`src/rtl/sram_tester_if.sv`:
```
// Client-side request/ack bus between the memory tester and the SRAM controller.
// The master modport is the tester; the slave modport is the controller side.
interface sram_tester_if #(
  parameter int unsigned ADDR_WIDTH = 19,
  parameter int unsigned DATA_WIDTH = 8
);
  logic                  sram_req;
  logic                  sram_ack;
  logic [ADDR_WIDTH-1:0] sram_addr;
  logic                  sram_rh_wl;
  logic [DATA_WIDTH-1:0] sram_data_w;
  logic [DATA_WIDTH-1:0] sram_data_r;
  logic                  sram_data_r_en;

  modport master (
    output sram_req, sram_addr, sram_rh_wl, sram_data_w,
    input  sram_ack, sram_data_r, sram_data_r_en
  );

  modport slave (
    input  sram_req, sram_addr, sram_rh_wl, sram_data_w,
    output sram_ack, sram_data_r, sram_data_r_en
  );
endinterface

```
`src/rtl/sram_tester.sv`:
```
// Self-checking SRAM test initiator: writes an address-derived pattern over 0..addr_last,
// reads it back and reports errors. Optional wait timeout: define SRAM_TESTER_TIMEOUT_EN.
module sram_tester #(
  parameter int unsigned ADDR_WIDTH     = 19,
  parameter int unsigned DATA_WIDTH     = 8,
  parameter int unsigned ERR_WIDTH      = 16,
  parameter int unsigned TIMEOUT_CYCLES = 255
) (
  input  logic                  clk,
  input  logic                  reset,
  input  logic                  start,
  input  logic [DATA_WIDTH-1:0] seed,
  input  logic [ADDR_WIDTH-1:0] addr_last,
  output logic                  busy,
  output logic                  done,
  output logic                  pass,
  output logic [ERR_WIDTH-1:0]  err_count,
  output logic [ADDR_WIDTH-1:0] first_err_addr,
  output logic [DATA_WIDTH-1:0] first_err_data,
  output logic                  timeout,
  sram_tester_if.master         bus
);

  if (ADDR_WIDTH < DATA_WIDTH || TIMEOUT_CYCLES < 1) begin : g_bad_cfg
    $error("sram_tester: ADDR_WIDTH must be >= DATA_WIDTH and TIMEOUT_CYCLES >= 1");
  end

  typedef enum logic [2:0] {
    IDLE, WR_REQ, WR_NEXT, RD_REQ, RD_WAIT, RD_NEXT, DONE
  } state_t;

  state_t                state_q, state_d;
  logic [ADDR_WIDTH-1:0] addr_q, addr_d;
  logic [ADDR_WIDTH-1:0] last_q, last_d;
  logic [DATA_WIDTH-1:0] seed_q, seed_d;
  logic                  req_q, req_d;
  logic                  rh_wl_q, rh_wl_d;
  logic [DATA_WIDTH-1:0] data_w_q, data_w_d;
  logic [ERR_WIDTH-1:0]  err_q, err_d;
  logic [ADDR_WIDTH-1:0] fea_q, fea_d;
  logic [DATA_WIDTH-1:0] fed_q, fed_d;
  logic                  to_q, to_d;
  logic                  busy_q, busy_d;
  logic                  done_q, done_d;
  logic                  pass_q, pass_d;
  logic                  do_cmp;

`ifdef SRAM_TESTER_TIMEOUT_EN
  localparam int unsigned TW = (TIMEOUT_CYCLES < 2) ? 1 : $clog2(TIMEOUT_CYCLES);
  localparam logic [TW-1:0] WAIT_LAST = TW'(TIMEOUT_CYCLES - 1);
  logic [TW-1:0] wait_q, wait_d;
  logic          in_wait;
`endif

  // Address-derived pattern: fold the upper address bits onto the low byte, then mix in the seed.
  function automatic logic [DATA_WIDTH-1:0] pat(input logic [ADDR_WIDTH-1:0] a,
                                                 input logic [DATA_WIDTH-1:0] s);
    logic [ADDR_WIDTH-1:0] sh;
    sh = a >> DATA_WIDTH;
    return a[DATA_WIDTH-1:0] ^ sh[DATA_WIDTH-1:0] ^ s;
  endfunction

  // Next-state and next-value logic for every register.
  always_comb begin
    state_d  = state_q;
    addr_d   = addr_q;
    last_d   = last_q;
    seed_d   = seed_q;
    err_d    = err_q;
    fea_d    = fea_q;
    fed_d    = fed_q;
    to_d     = to_q;
    do_cmp   = 1'b0;
`ifdef SRAM_TESTER_TIMEOUT_EN
    wait_d   = '0;
    in_wait  = 1'b0;
`endif

    case (state_q)
      IDLE, DONE: begin
        if (start) begin
          seed_d  = seed;
          last_d  = addr_last;
          err_d   = '0;
          fea_d   = '0;
          fed_d   = '0;
          to_d    = 1'b0;
          addr_d  = '0;
          state_d = WR_REQ;
        end
      end
      WR_REQ: begin
        if (bus.sram_ack) state_d = WR_NEXT;
      end
      WR_NEXT: begin
        if (addr_q == last_q) begin
          addr_d  = '0;
          state_d = RD_REQ;
        end else begin
          addr_d  = addr_q + ADDR_WIDTH'(1);
          state_d = WR_REQ;
        end
      end
      RD_REQ: begin
        if (bus.sram_ack) begin
          if (bus.sram_data_r_en) begin
            do_cmp  = 1'b1;
            state_d = RD_NEXT;
          end else begin
            state_d = RD_WAIT;
          end
        end
      end
      RD_WAIT: begin
        if (bus.sram_data_r_en) begin
          do_cmp  = 1'b1;
          state_d = RD_NEXT;
        end
      end
      RD_NEXT: begin
        if (addr_q == last_q) begin
          state_d = DONE;
        end else begin
          addr_d  = addr_q + ADDR_WIDTH'(1);
          state_d = RD_REQ;
        end
      end
      default: state_d = IDLE;
    endcase

    // A nonzero count means an earlier mismatch already captured the first-error fields.
    if (do_cmp && (bus.sram_data_r != pat(addr_q, seed_q))) begin
      if (err_q != '1) err_d = err_q + ERR_WIDTH'(1);
      if (err_q == '0) begin
        fea_d = addr_q;
        fed_d = bus.sram_data_r;
      end
    end

`ifdef SRAM_TESTER_TIMEOUT_EN
    in_wait = (state_q == WR_REQ) || (state_q == RD_REQ) || (state_q == RD_WAIT);
    if (in_wait && (state_d == state_q)) begin
      if (wait_q == WAIT_LAST) begin
        state_d = DONE;
        to_d    = 1'b1;
      end else begin
        wait_d  = wait_q + TW'(1);
      end
    end
`endif

    // Outputs are registered from the next state so they line up with the state they describe.
    req_d    = (state_d == WR_REQ) || (state_d == RD_REQ);
    rh_wl_d  = (state_d == RD_REQ) ? 1'b1 : (state_d == WR_REQ) ? 1'b0 : rh_wl_q;
    data_w_d = (state_d == WR_REQ) ? pat(addr_d, seed_d) : data_w_q;
    busy_d   = (state_d != IDLE) && (state_d != DONE);
    done_d   = (state_d == DONE);
    pass_d   = done_d && (err_d == '0) && !to_d;
  end

  always_ff @(posedge clk) begin
    if (reset) begin
      state_q  <= IDLE;
      addr_q   <= '0;
      last_q   <= '0;
      seed_q   <= '0;
      req_q    <= 1'b0;
      rh_wl_q  <= 1'b0;
      data_w_q <= '0;
      err_q    <= '0;
      fea_q    <= '0;
      fed_q    <= '0;
      to_q     <= 1'b0;
      busy_q   <= 1'b0;
      done_q   <= 1'b0;
      pass_q   <= 1'b0;
`ifdef SRAM_TESTER_TIMEOUT_EN
      wait_q   <= '0;
`endif
    end else begin
      state_q  <= state_d;
      addr_q   <= addr_d;
      last_q   <= last_d;
      seed_q   <= seed_d;
      req_q    <= req_d;
      rh_wl_q  <= rh_wl_d;
      data_w_q <= data_w_d;
      err_q    <= err_d;
      fea_q    <= fea_d;
      fed_q    <= fed_d;
      to_q     <= to_d;
      busy_q   <= busy_d;
      done_q   <= done_d;
      pass_q   <= pass_d;
`ifdef SRAM_TESTER_TIMEOUT_EN
      wait_q   <= wait_d;
`endif
    end
  end

  assign bus.sram_req    = req_q;
  assign bus.sram_addr   = addr_q;
  assign bus.sram_rh_wl  = rh_wl_q;
  assign bus.sram_data_w = data_w_q;
  assign busy            = busy_q;
  assign done            = done_q;
  assign pass            = pass_q;
  assign err_count       = err_q;
  assign first_err_addr  = fea_q;
  assign first_err_data  = fed_q;
  assign timeout         = to_q;

endmodule
```
`src/flat_wrapper.sv`:
```
// flat-port wrapper written by rule: the top's interface ports become plain ports
module sram_tester_flat 
#(
  parameter int unsigned ADDR_WIDTH     = 19,
  parameter int unsigned DATA_WIDTH     = 8,
  parameter int unsigned ERR_WIDTH      = 16,
  parameter int unsigned TIMEOUT_CYCLES = 255
)
  (clk, reset, start, seed, addr_last, busy, done, pass, err_count, first_err_addr, first_err_data, timeout, bus_sram_req, bus_sram_addr, bus_sram_rh_wl, bus_sram_data_w, bus_sram_ack, bus_sram_data_r, bus_sram_data_r_en);
  sram_tester_if #(.ADDR_WIDTH(ADDR_WIDTH), .DATA_WIDTH(DATA_WIDTH)) bus_i ();
  input  logic clk;
  input  logic reset;
  input  logic start;
  input  logic [DATA_WIDTH-1:0] seed;
  input  logic [ADDR_WIDTH-1:0] addr_last;
  output logic busy;
  output logic done;
  output logic pass;
  output logic [ERR_WIDTH-1:0] err_count;
  output logic [ADDR_WIDTH-1:0] first_err_addr;
  output logic [DATA_WIDTH-1:0] first_err_data;
  output logic timeout;
  output wire logic [$bits(bus_i.sram_req)-1:0] bus_sram_req;
  output wire logic [$bits(bus_i.sram_addr)-1:0] bus_sram_addr;
  output wire logic [$bits(bus_i.sram_rh_wl)-1:0] bus_sram_rh_wl;
  output wire logic [$bits(bus_i.sram_data_w)-1:0] bus_sram_data_w;
  input wire logic [$bits(bus_i.sram_ack)-1:0] bus_sram_ack;
  input wire logic [$bits(bus_i.sram_data_r)-1:0] bus_sram_data_r;
  input wire logic [$bits(bus_i.sram_data_r_en)-1:0] bus_sram_data_r_en;
  assign bus_sram_req = bus_i.sram_req;
  assign bus_sram_addr = bus_i.sram_addr;
  assign bus_sram_rh_wl = bus_i.sram_rh_wl;
  assign bus_sram_data_w = bus_i.sram_data_w;
  assign bus_i.sram_ack = bus_sram_ack;
  assign bus_i.sram_data_r = bus_sram_data_r;
  assign bus_i.sram_data_r_en = bus_sram_data_r_en;
  sram_tester #(.ADDR_WIDTH(ADDR_WIDTH), .DATA_WIDTH(DATA_WIDTH), .ERR_WIDTH(ERR_WIDTH), .TIMEOUT_CYCLES(TIMEOUT_CYCLES)) u_core (.clk(clk), .reset(reset), .start(start), .seed(seed), .addr_last(addr_last), .busy(busy), .done(done), .pass(pass), .err_count(err_count), .first_err_addr(first_err_addr), .first_err_data(first_err_data), .timeout(timeout), .bus(bus_i));
endmodule
```
`config.mk`:
```
export PLATFORM = sky130hd
export DESIGN_NAME = sram_tester_flat
export DESIGN_NICKNAME = d
export VERILOG_FILES = /design/src/rtl/sram_tester_if.sv /design/src/rtl/sram_tester.sv /design/src/flat_wrapper.sv
export SDC_FILE = /design/constraint.sdc
export NUM_CORES = 1
export LEC_CHECK = 0
export ABC_AREA = 1
export CORE_MARGIN = 4
export CORE_UTILIZATION = 50
export CTS_CLUSTER_DIAMETER = 150
export DETAILED_ROUTE_END_ITERATION = 8
export GPL_TIMING_DRIVEN = 0
export PLACE_DENSITY = 0.76
export RECOVER_POWER = 100
export SETUP_SLACK_MARGIN = 0.1
export SYNTH_ARGS = -nofsm -noshare
export SYNTH_HDL_FRONTEND = slang
export SYNTH_SLANG_ARGS = --single-unit
```
`constraint.sdc`:
```
create_clock -name clk -period 5.53 [get_ports clk]
set_clock_uncertainty 0.05 [all_clocks]
set_input_delay 1.3825 -clock clk [delete_from_list [all_inputs] [get_ports clk]]
set_output_delay 1.3825 -clock clk [all_outputs]
set_load 0.01 [all_outputs]
```
==> metrics.csv <==
stage,metric,value,unit
status,outcome,completed,
min_path,Min-Delay Path Depth,2,
drt,DRC,0,
drt,DRT antenna net count,0,
clock_network,clk buf depth,2,
sta,fmax,261,MHz
synthesis,main combinational cell family by area after synthesis,simple AND/OR/NAND/NOR gates,
global_routing,first-pass GRT wire length,32.3,mm
min_path,HP Class,reg2reg,
synthesis,post-synth cell types,43,
floorplanning,# rows,40,
floorplanning,Starting Density,51.9,%
synthesis,Synth top area share,33.5,%
floorplanning,die span in y,121,um
sta,Final Critical Period,3840,ps
sta,final setup violating endpoints,0,
synthesis,synthesized flop and latch total,106,
cells_and_area,ratio of cells with drive above 1 in the final layout,5.61,%
synthesis,Synth warnings,0,
pwr,leak pwr,3.70,nW
synthesis,"Top FF cell, synth",dfxtp_1,
clock_network,CTS Root Cell,clkbuf_16,
clock_network,# Post-CTS Setup Buffers,0,
worst_setup_path,Crit Path Max Fanout,10,
worst_setup_path,CP Launch Type,primary input,
pwr,Power Density,217,mW/mm^2
synthesis,post-synthesis compound-gate area fraction,14.2,%
cells_and_area,design area,0.00790,mm^2
floorplanning,Die Span X,121,um
sta,post-route setup TNS,0,ps
global_routing,GR Overflow Total,0,
cells_and_area,"Area growth, synth to finish",24.5,%
global_routing,antenna violations before repair,0,
global_routing,gr usage total,28.1,%
sta,RSZ-0062 raised after global routing,false,
clock_network,CTS buffer count,9,
floorplanning,I/O pin cnt,116,
synthesis,Synth Area in Adders,0.789,%
synthesis,syn_area_per_cell,6.38,um^2
worst_setup_path,"Arr. time, crit path",4050,ps
floorplanning,core outline area,0.0122,mm^2
sta,pins over their slew limit,0,
drt,DR WL/cell,15.7,um
cells_and_area,area taken by multi-input logic gates,0.00348,mm^2
drt,DRT Pass-1 Iters,6,
placed_design,Post-DP HPWL,15.4,mm
cells_and_area,Final Util,64.7,%
worst_setup_path,CP Data Required Time,5740,ps
synthesis,synthesized net count,1038,
synthesis,Post-Syn Instances,994,
drt,total number of vias,6767,
cells_and_area,Layout fillers,1202,
placed_design,GP Congestion,1.01,
cells_and_area,ant diodes,0,
synthesis,cell area after synthesis,0.00634,mm^2
worst_setup_path,r2r setup slk,2260,ps
worst_setup_path,R2R depth,12,
floorplanning,Die ar.,0.0146,mm^2
drt,drt total wl,20.3,mm
clock_network,post-CTS sizing,0,
sta,hold slack,412,ps
synthesis,"EDFF count, synth",0,
synthesis,asr flop ratio synth,0,%
clock_network,Worst-path clk slew,70,ps
clock_network,CTS tree,built,
synthesis,"area leader, netlist",dfxtp_1,
placed_design,Placed Area,0.00768,mm^2
worst_setup_path,CP Class,in2reg,
global_routing,number of global-route vias before repair,6147,
placed_design,# port buffers,113,
synthesis,"top cells by area, synth","dfxtp_1 (33%), nand2_1 (16%), nor2_1 (6.6%)",
clock_network,hold buffers post-CTS,0,
sta,final worst-path cycle share,69.4,%
sta,worst slew pin tran,718,ps
sta,Final Hold Viols,0,
pwr,"IR drop worst, VDD",0.229,mV
job,max-cap viol count,0,
clock_network,Clock H-tree levels,3,
cells_and_area,register area,0.00212,mm^2
clock_network,CTS Sinks,106,
drt,drt first-iter violations,757,
drt,post-DR vias/cell,5.24,
worst_setup_path,Worst setup EP type,flip-flop,
cells_and_area,Layout Nets,1162,
global_routing,pin count of the biggest net entering global routing,19,
synthesis,mux cell area share after synthesis,0,%
clock_network,Clock Latency Late Sink,360,ps
synthesis,register area share after synthesis,33.5,%
sta,relative slew slack,52.1,%
synthesis,Synth Area in XOR/XNOR,6.35,%
synthesis,Post-Synth Simple-Gate Area,34.2,%
-- stage by stage --
stage / setup slack, ps / cells / total power [mW]
after detailed placement: 1790 / 1275 / 1.13
after CTS: 2160 / 1291 / 1.74
final: 1690 / 1291 / 1.71
after global routing: 1370 / 1291 / 1.79
after global placement: 1800 / 1275 / 1.13
after floorplan: 2740 / 994 / 1.02
-- worst max-delay path, stage by stage --
cell	delay (ps)
clkbuf_1	400
nand2_1	370
inv_1	200
nor2_1	50
o21ai_0	70
a21oi_1	100
inv_1	100
nand2_1	70
nor2_1	470
clkbuf_1	550
nand3_1	160
nand2_1	90
inv_1	30
-- sequential cells by signal, indices dropped and copies added, names as in the netlist --
signal / flops
u_core.busy: 1
u_core.done: 1
u_core.first_err_data: 8
u_core.err_count: 16
u_core.state_q: 3
u_core.seed_q: 8
u_core.bus.sram_req: 1
u_core.last_q: 19
u_core.bus.sram_data_w: 8
u_core.pass: 1
u_core.bus.sram_addr: 19
u_core.first_err_addr: 19
u_core.bus.sram_rh_wl: 1
u_core.timeout: 1
-- where the power goes --
group          internal, mW  switching (mW)
sequential            0.796          0.0217
combinational         0.108           0.175
clock                 0.308           0.305
total                  1.21           0.501
-- synthesized netlist by cell type (2+ instances only) --
cell and count:
xor2_1 26, buf_2 15, ha_1 4, o22ai_1 3, clkbuf_1 20, dfxtp_1 106, nor2_1 112, buf_6 3
inv_2 13, o21ai_0 76, nor4_1 4, or2_2 2, nand4_1 13, nor3_1 8, o21ai_1 5, nand3_1 65
xnor2_1 20, nand2_2 6, a21oi_1 71, nor3_2 2, o21a_1 6, nand2_1 269, buf_4 5, nand3_2 2
inv_1 111, nor2_2 2, nor2_4 5, a31oi_1 2, nand2_4 4
-- cells in the final DEF (no fill, tap or decap), types with 2 or more instances in the layout --
cell type	synthesis	layout
nor4_1	4	4
ha_1	4	4
buf_2	15	8
buf_4	5	5
inv_1	111	113
nand2_4	4	3
inv_2	13	11
nand2_2	6	4
o21a_1	6	6
xnor2_1	20	20
o21ai_1	5	2
o22ai_1	3	3
nand2_1	269	272
clkinv_2	1	3
nand3_2	2	2
dfxtp_1	106	106
xor2_1	26	26
nor2_4	5	3
nor3_1	8	8
nor2_1	112	115
clkbuf_1	20	28
nor3_2	2	2
o21ai_0	76	80
inv_6	0	2
buf_6	3	2
a31oi_1	2	2
or2_2	2	2
a21oi_1	71	72
nand3_1	65	65
dlygate4sd3_1	0	78
clkdlybuf4s50_1	0	35
nand4_1	13	13
clkbuf_16	0	9
clkinvlp_4	0	2
-- logic make-up after synthesis --
kind of cell / Yosys count
AOI/OAI and AO/OA: 170
xor gates and xnor gates: 46
adders and majority gates: 4
buffers and inverters: 170
DFF: 106
and+or+nand+nor: 498
-- final cells by class --
class,count,area share [%]
Clock inverter,7,0.649
Sequential cell,106,26.9
Timing Repair Buffer,113,14.3
Inverter,126,6.00
Tap cell,168,2.66
Buffer,44,2.65
Multi-Input combinational cell,718,44.0
Clock buffer,9,2.85
-- layer usage --
metal	global-route usage, %	part of all wire (%)
met5	0	0
met4	8.92	2.2
met2	44.2	45
met3	5.94	9.1
met1	38.5	44
-- final timing paths --
kind / start / endpoint
max reg2reg: u_core.bus.sram_addr[9] / u_core.bus.sram_data_w[1]
min: u_core.first_err_addr[8] / u_core.first_err_addr[8]
min reg2reg: u_core.first_err_addr[8] / u_core.first_err_addr[8]
max: start / u_core.bus.sram_data_w[7]
Power figures use the tool's default switching activity.
